--- src/rtl/seg7_pkg.sv ---
// Shared constants for the seven-segment scan controller: register map,
// hex glyph table (active-low a..g) and the blank pattern.
package seg7_pkg;

    localparam logic [1:0] ADDR_DATA  = 2'd0;
    localparam logic [1:0] ADDR_DP    = 2'd1;
    localparam logic [1:0] ADDR_CTRL  = 2'd2;
    localparam logic [1:0] ADDR_BLINK = 2'd3;

    localparam logic [7:0] SEG_BLANK = 8'hFF;

    // Segments a..g in bits 0..6, a cleared bit lights the segment.
    localparam logic [6:0] HEX_SEG [16] = '{
        7'h40, 7'h79, 7'h24, 7'h30, 7'h19, 7'h12, 7'h02, 7'h78,
        7'h00, 7'h10, 7'h08, 7'h03, 7'h46, 7'h21, 7'h06, 7'h0E
    };

    function automatic logic [31:0] byte_merge(
        input logic [31:0] old_val,
        input logic [31:0] new_val,
        input logic [3:0]  be
    );
        logic [31:0] mask;
        mask = {{8{be[3]}}, {8{be[2]}}, {8{be[1]}}, {8{be[0]}}};
        return (old_val & ~mask) | (new_val & mask);
    endfunction

endpackage

--- src/rtl/seg7_hex_decode.sv ---
// Combinational hex nibble to active-low segment decoder; dp drives bit 7.
module seg7_hex_decode
    import seg7_pkg::*;
(
    input  logic [3:0] nibble,
    input  logic       dp,
    output logic [7:0] seg
);

    assign seg = {~dp, HEX_SEG[nibble]};

endmodule

--- src/rtl/seg7_scan_ctrl.sv ---
// Multiplexed seven-segment scanner with DATA/DP/CTRL/BLINK registers.
// Per-digit blinking is only built when SEG7_BLINK_EN is defined.
module seg7_scan_ctrl
    import seg7_pkg::*;
#(
    parameter int DIGITS    = 8,
    parameter int SCAN_DIV  = 100000,
    parameter int BLINK_DIV = 64
) (
    input  logic              clk,
    input  logic              rst,
    input  logic [1:0]        PrAddr,
    input  logic [31:0]       PrWD,
    input  logic [3:0]        PrBE,
    input  logic              IOWrite,
    output logic [31:0]       PrRD,
    output logic [7:0]        seg7_seg,
    output logic [DIGITS-1:0] seg7_select
);

    localparam int DATA_W = 4 * DIGITS;
    localparam int PRE_W  = $clog2(SCAN_DIV);
    localparam int IDX_W  = (DIGITS > 1) ? $clog2(DIGITS) : 1;
    localparam logic [PRE_W-1:0] PRE_LAST = PRE_W'(SCAN_DIV - 1);
    localparam logic [IDX_W-1:0] IDX_LAST = IDX_W'(DIGITS - 1);

    logic [DATA_W-1:0] data_reg;
    logic [DIGITS-1:0] dp_reg;
    logic              enable;
    logic [PRE_W-1:0]  pre_cnt;
    logic [IDX_W-1:0]  idx;
    logic [31:0]       wr_val;
    logic              pre_wrap;
    logic              digit_blank;
    logic [7:0]        digit_seg;

`ifdef SEG7_BLINK_EN
    localparam int BC_W = (BLINK_DIV > 1) ? $clog2(BLINK_DIV) : 1;
    localparam logic [BC_W-1:0] BC_LAST = BC_W'(BLINK_DIV - 1);

    logic [DIGITS-1:0] blink_reg;
    logic [BC_W-1:0]   blink_cnt;
    logic              blink_off;

    assign digit_blank = blink_off & blink_reg[idx];
`else
    assign digit_blank = 1'b0;
`endif

    always_comb begin
        PrRD = '0;
        case (PrAddr)
            ADDR_DATA:  PrRD = 32'(data_reg);
            ADDR_DP:    PrRD = 32'(dp_reg);
            ADDR_CTRL:  PrRD = 32'(enable);
`ifdef SEG7_BLINK_EN
            ADDR_BLINK: PrRD = 32'(blink_reg);
`endif
            default:    PrRD = '0;
        endcase
    end

    // The read mux already selects the addressed register, so it doubles as the merge source.
    assign wr_val = byte_merge(PrRD, PrWD, PrBE);

    always_ff @(posedge clk) begin
        if (!rst) begin
            data_reg  <= '0;
            dp_reg    <= '0;
            enable    <= 1'b0;
`ifdef SEG7_BLINK_EN
            blink_reg <= '0;
`endif
        end else if (IOWrite) begin
            case (PrAddr)
                ADDR_DATA:  data_reg  <= DATA_W'(wr_val);
                ADDR_DP:    dp_reg    <= DIGITS'(wr_val);
                ADDR_CTRL:  enable    <= wr_val[0];
`ifdef SEG7_BLINK_EN
                ADDR_BLINK: blink_reg <= DIGITS'(wr_val);
`endif
                default: ;
            endcase
        end
    end

    assign pre_wrap = (pre_cnt == PRE_LAST);

    always_ff @(posedge clk) begin
        if (!rst || !enable) begin
            pre_cnt <= '0;
            idx     <= '0;
        end else if (pre_wrap) begin
            pre_cnt <= '0;
            idx     <= (idx == IDX_LAST) ? '0 : idx + IDX_W'(1);
        end else begin
            pre_cnt <= pre_cnt + PRE_W'(1);
        end
    end

`ifdef SEG7_BLINK_EN
    // Blink phase restarts visible whenever the display is disabled.
    always_ff @(posedge clk) begin
        if (!rst || !enable) begin
            blink_cnt <= '0;
            blink_off <= 1'b0;
        end else if (pre_wrap && idx == IDX_LAST) begin
            if (blink_cnt == BC_LAST) begin
                blink_cnt <= '0;
                blink_off <= ~blink_off;
            end else begin
                blink_cnt <= blink_cnt + BC_W'(1);
            end
        end
    end
`endif

    seg7_hex_decode u_hex_decode (
        .nibble (data_reg[{idx, 2'b00} +: 4]),
        .dp     (dp_reg[idx]),
        .seg    (digit_seg)
    );

    always_ff @(posedge clk) begin
        if (!rst || !enable) begin
            seg7_seg    <= SEG_BLANK;
            seg7_select <= '1;
        end else begin
            seg7_seg    <= digit_blank ? SEG_BLANK : digit_seg;
            seg7_select <= ~(DIGITS'(1) << idx);
        end
    end

endmodule

--- config.mk ---
export PLATFORM = sky130hd
export DESIGN_NAME = seg7_scan_ctrl
export DESIGN_NICKNAME = d
export VERILOG_FILES = /design/src/rtl/seg7_pkg.sv /design/src/rtl/seg7_hex_decode.sv /design/src/rtl/seg7_scan_ctrl.sv
export SDC_FILE = /design/constraint.sdc
export NUM_CORES = 1
export LEC_CHECK = 0
export CORE_ASPECT_RATIO = 1.1
export CORE_MARGIN = 10
export CORE_UTILIZATION = 45
export DETAILED_ROUTE_END_ITERATION = 8
export HOLD_SLACK_MARGIN = 0.05
export PLACE_DENSITY = 0.73
export SLEW_MARGIN = 20
export SYNTH_ARGS = -nofsm -noshare
export SYNTH_HDL_FRONTEND = slang
export SYNTH_HIERARCHICAL = 1
export SYNTH_SLANG_ARGS = --single-unit
--- constraint.sdc ---
create_clock -name clk -period 3 [get_ports clk]
set_clock_uncertainty 0.15 [all_clocks]
set_input_delay 0.45 -clock clk [delete_from_list [all_inputs] [get_ports clk]]
set_output_delay 0.45 -clock clk [all_outputs]
set_load 0.01 [all_outputs]
; Word level (Yosys, flattened, before mapping)
; Memories as Yosys holds them, arrays and structs flattened. A register that Yosys moved wholly into a read port is not among the register bits.
; Cells that the tools add are included.
[op_classes]
reduce_logical = 8
n_bitwise = 7
n_addsub = 2
eq_ne = 4
shifts = 2
multipliers = 0
muxes = 6
n_div = 0
magnitude_cmp = 2
[ops]
columns = cell, n
row1 = one-hot mux 32 bit (3 select lines), 1
row2 = AND 32 bit, 2
row3 = inverter 32 bit, 1
row4 = OR 32 bit, 1
row5 = indexed part select 32 x 6 -> 4 bit, 1
row6 = "adder 17 x 1 -> 17 bit, second input constant", 1
row7 = "equality test 17 bit, second input constant", 1
row8 = two-way mux 7 bit, 2
row9 = inverter 8 bit, 1
row10 = "left shift 1 x 3 -> 8 bit, first input constant", 1
row11 = AND reduction 2 bit, 3
row12 = "greater-or-equal comparator 5 bit, second input constant", 1
row13 = inverter 4 -> 5 bit, 1
row14 = "less-than comparator 3 x 4 -> 1 bit, second input constant", 1
row15 = "adder 3 x 1 -> 3 bit, second input constant", 1
row16 = binary-select mux 1 bit (select 3 bit), 1
row17 = "equality test 3 bit, second input constant", 1
row18 = two-way mux 3 bit, 1
row19 = "equality test 2 x 1 -> 1 bit, second input constant", 1
row20 = "equality test 2 bit, second input constant", 1
row21 = logical NOT 1 bit, 2
row22 = logical NOT 2 bit, 1
row23 = OR reduction 2 bit, 1
row24 = logical OR 1 bit, 1
row25 = other kinds (2), 2
[word_totals]
latch_bits = 0
n_memories = 1
romBits = 112
out_inout_bits = 48
ramBits = 0
in_bits = 41
register_bits = 77
word_cells = 39
[mem_list]
columns = memory, words, word_bits, rd, rd_ports_with_merged_regs, write_ports, line
row1 = (name not given), 16, 7, 1, 1, 0, seg7_hex_decode.sv:10  ; assign seg = {~dp, HEX_SEG[nibble]};

; Logic depth before layout (Yosys ltp)
; Gate-level depths: netlist of run 1.
[logic_depth]
ltp_word = 5
ltp_mapped = 10
ltp_nobuf = 9

; By module
; The synthesis of run 1 kept the hierarchy.
[modules_own_cells]
columns = mod, cells_per_inst, n_inst, seq_area_each_um2, area_per_inst_um2
row1 = seg7_scan_ctrl, 408, 1, 1541.5, 3572.2
row2 = seg7_hex_decode, 36, 1, 0.0, 251.5

; Worst setup path before layout of run 1
; OpenSTA, ideal clock, no wires.
[synth_timing]
path_kind = register to register
startpoint = register idx[0]
endpoint = register seg7_seg[3]
setup_ns = 0.123
required_time_ns = 2.727
period_less_slack_ns = 2.491
slack_ns = 0.509
arrival_time_ns = 2.218
n_path_buf = 1
path_stages_with_launch = 10
path_cell_list = dfxtp_1 buf_2 mux4_2 nand2_1 nand2_1 ha_1 or2_2 a21oi_1 a31oi_1 nand2b_1
[synth_via]
elab_chain_len = 2
[synth_lines]
columns = item, line
row1 = start: declaration, seg7_scan_ctrl.sv:31  ; logic [IDX_W-1:0] idx;
row2 = start signal: assignment, seg7_scan_ctrl.sv:95  ; idx <= (idx == IDX_LAST) ? '0 : idx + IDX_W'(1);
row3 = indexed part select 32 x 6 -> 4 bit, seg7_scan_ctrl.sv:119  ; .nibble (data_reg[{idx, 2'b00} +: 4]),
row4 = inverter 4 -> 5 bit (implied by the code), seg7_hex_decode.sv:10
row5 = end: declaration, seg7_scan_ctrl.sv:17  ; output logic [7:0] seg7_seg,
; Every way passes these cells.
; A chain may end at the register's enable or synchronous reset.

; Worst setup path after layout of run 1
[layout_timing]
startpoint = input PrAddr[0]
endpoint = output PrRD[0]
[layout_via]
elab_chain_len = 2
elab_cells_between_ends = 4
classes_between = eq/ne (2) / mux (1) / reduce/logical (1)
[layout_lines]
columns = item, line
row1 = start: declaration, seg7_scan_ctrl.sv:12  ; input logic [1:0] PrAddr,
row2 = equality test 2 bit (tied with other cells), seg7_scan_ctrl.sv:52  ; case (PrAddr)
row3 = one-hot mux 32 bit (3 select lines) *, seg7_scan_ctrl.sv:52
row4 = end: declaration, seg7_scan_ctrl.sv:16  ; output logic [31:0] PrRD,
; Every way passes the cells marked *; elsewhere a longest branch is shown, timed or not.

==> results.py, run 1 <==
metrics = {
    "status": {
        "status": "complete, no violations",
    },
    "worst_setup_path": {
        "path_class": "in -> out",
        "cpMostUsedCell": "clkdlybuf4s50_1",
        "ff2ff_setup_slack_ps": 460,
        "cp_slowest_cell": "clkdlybuf4s50_1",
        "rr_startpoint": "idx[0]$_SDFFE_PP0N_",
        "critPathTopFamily": "buffers and inverters",
        "crit_fanout": 7,
        "crit_start": "PrAddr[0]",
        "critPathLaunchType": "input port",
        "arrival_ps": 1970,
        "end_kind": "output port",
        "cp_cell_sequence": "clkdlybuf4s50_1, buf_4, mux2i_1, o21ai_0, clkdlybuf4s50_1",
        "cp.required_ps": 2400,
        "cp_num_buf_inv": 3,
        "crit_path_max_incr_delay_ps": 500,
    },
    "detailed_routing": {
        "vias": 3330,
        "routedWlPerCell_um": 14.9,
        "firstDrtPassIters": 4,
        "viasPerCell": 5.19,
        "drc": 0,
        "drt_iter0_drc": 101,
        "finalWirelength_um": 9590,
        "final_antenna_net_count": 0,
    },
    "min_path": {
        "min_path_type": "reg -> reg",
        "hp-start": "data_reg[21]$_SDFFE_PN0P_",
    },
    "global_route": {
        "busiest_layer": "met2",
        "met1_usage_pct": 17.7,
        "grt_overflow": 0,
        "grtUsageTotal_pct": 15.4,
        "grtUsageMet3_pct": 6.02,
        "grt_pass1_vias": 3351,
        "antenna_found_initial": 0,
        "grt_first_pass_wirelength_um": 15700,
        "grt_max_degree": 43,
        "grt.met2_usage_pct": 25.6,
    },
    "clocking": {
        "htree_levels": 3,
        "numCtsBuffers": 9,
        "cts.sinks": 77,
        "ctsResizeCount": 0,
        "insertion_delay_ps": 360,
        "clk_root_buffer_cell": "clkbuf_8",
        "cts_setup_buffers": 0,
        "cts.clk_slew.worst_paths_ps": 70,
        "tritoncts": "built",
        "cts_hold_buffers": 0,
        "clock_path_buffers": 2,
    },
    "timing": {
        "setup_ws_ps": 431,
        "slew_violations": 0,
        "fin_crit_ps": 2570,
        "rsz0062_at_grt": "no",
        "hold_viol": 0,
        "relSlewSlack_pct": 62.4,
        "max_freq_mhz": 389,
        "tightest_slew_ps": 563,
        "period_share_pct": 85.6,
        "fin_tns_setup_ps": 0,
        "finalSetupViolCount": 0,
    },
    "logic_synthesis": {
        "netlist_instances": 444,
        "synth-edff-count": 0,
        "ys_types": 46,
        "ys_warn_count": 6,
        "syn_area_um2": 3820,
        "syn-num-nets": 499,
        "ys.flop_type": "dfxtp_1",
        "avgSynthCellArea_um2": 8.61,
        "synth-seq-cells": 77,
        "yosysSeqAreaShare_pct": 40.3,
        "synthArstFlopShare_pct": 0,
    },
    "power_and_ir_drop": {
        "total_power_w": 0.00193,
        "power.leakage_nw": 1.75,
        "powerDensity_nw_per_um2": 388,
        "max-vdd-ir-drop_mv": 0.202,
    },
    "floorplan": {
        "start_util_pct": 46.0,
        "ios": 89,
        "die_width_um": 108,
        "core_area_um2": 8320,
        "dieArea_um2": 12600,
        "die_h_um": 117,
        "row_count": 35,
    },
    "layout": {
        "nets": 582,
        "antenna_cells": 0,
        "largest_reg_flops": 32,
        "fillers": 750,
        "syn2layout_area_growth_pct": 29.9,
        "final_util_pct": 59.7,
        "drive_above_1_share_pct": 8.10,
    },
    "place": {
        "finalWeightedCongestion": 0.839,
        "pre_cts_slack_ps": 407,
        "portBuffers": 88,
        "dp_hpwl_um": 7410,
    },
    "run": {
        "cap_violations": 0,
    },
}
==> path summary, 6_finish.rpt <==
| kind | endpoint | cells after the start |
|---|---|---|
| worst min-delay path | data_reg[21]$_SDFFE_PN0P_ | 2 |
| worst min register to register | data_reg[21]$_SDFFE_PN0P_ | 2 |
| worst max-delay path | PrRD[0] | 5 |
| worst max register to register | seg7_seg[3]$_SDFF_PP1_ | 9 |
==> cells in the mapped netlist, types with 5 or more instances <==
cell type / instances / area, µm²
mux4_2: 10 / 225
nor2_1: 25 / 93.8
nand2b_1: 11 / 68.8
o21ai_0: 21 / 105
a21boi_0: 23 / 173
dfxtp_1: 77 / 1540
nand4_1: 5 / 31.3
clkbuf_1: 15 / 56.3
nand2_1: 84 / 315
buf_2: 7 / 35.0
a21oi_1: 26 / 130
mux2i_1: 12 / 120
ha_1: 14 / 175
nor3_1: 9 / 45.0
inv_1: 9 / 33.8
xor2_1: 5 / 43.8
nand3_1: 13 / 65.1
and2_1: 27 / 169
xnor2_1: 7 / 61.3
==> cell usage in the layout (no fill, tap or decap), types with 7 or more instances in the layout <==
cell,synthesis,layout
xnor2_1,7,7
and2_1,27,27
nor2_1,25,25
clkdlybuf4s50_1,0,88
inv_1,9,9
ha_1,14,14
o21ai_0,21,21
buf_4,1,11
a21boi_0,23,23
nand3_1,13,13
mux4_2,10,10
clkbuf_8,0,10
mux2i_1,12,12
a21oi_1,26,26
nor3_1,9,9
nand2_1,84,84
nand2b_1,11,11
dfxtp_1,77,77
==> cell families after synthesis <==
logic type	after synthesis	synth area share (%)
buf+inv	36	4.25
compound gates	84	13.2
simple gates	198	25.6
flops	77	40.3
fa+ha+maj	14	4.58
xor+xnor	12	2.75
mux	23	9.33
==> power by group <==
part / total, W / switching (W) / internal [W]
clock: 0.000685 / 0.000370 / 0.000315
sequential: 0.00106 / 0.0000159 / 0.00104
combinational: 0.000188 / 0.0000836 / 0.000104
==> final cells by class <==
cell class / instances / area, µm² / area share [%]
Tap cell: 111 / 139 / 2.80
Clock inverter: 4 / 25.0 / 0.504
Multi-Input combinational cell: 331 / 2120 / 42.8
Inverter: 9 / 33.8 / 0.680
Clock buffer: 11 / 141 / 2.85
Sequential cell: 77 / 1540 / 31.0
Timing Repair Buffer: 99 / 963 / 19.4
==> per-stage QoR <==
stage                     hold WS, ps  std cells  area (µm²)
after detailed placement          316        627        4800
after floorplan                   290        444        3820
after CTS                         334        642        4970
after global placement            308        627        4800
final                             329        642        4970
after global routing              355        642        4970
==> worst register-to-register path, delay by kind of cell, from the launching register on <==
kind / cells / cell delay, ps
DFF: 1 / 360
buffers and inverters: 1 / 270
muxes: 1 / 550
AOI/OAI and AO/OA: 2 / 210
adders and majority gates: 1 / 240
and+or+nand+nor: 4 / 660
==> layer usage <==
layer | vias to the layer above | wire length, µm
met5 | - | 0
met4 | 0 | 123
met3 | 9 | 738
met2 | 99 | 4620
met1 | 1547 | 4110
li1 | 1675 | -
No activity file was read; power rests on OpenSTA's default activity.
==> run 2, diff against run 1 <==
--- a/config.mk
+++ b/config.mk
@@ -11,7 +11,6 @@
 export DETAILED_ROUTE_END_ITERATION = 8
 export HOLD_SLACK_MARGIN = 0.05
 export PLACE_DENSITY = 0.73
-export SLEW_MARGIN = 20
 export SYNTH_ARGS = -nofsm -noshare
 export SYNTH_HDL_FRONTEND = slang
 export SYNTH_HIERARCHICAL = 1
==> results of run 2 <==
The final DEF is identical to that of run 1; final timing and power are the same.
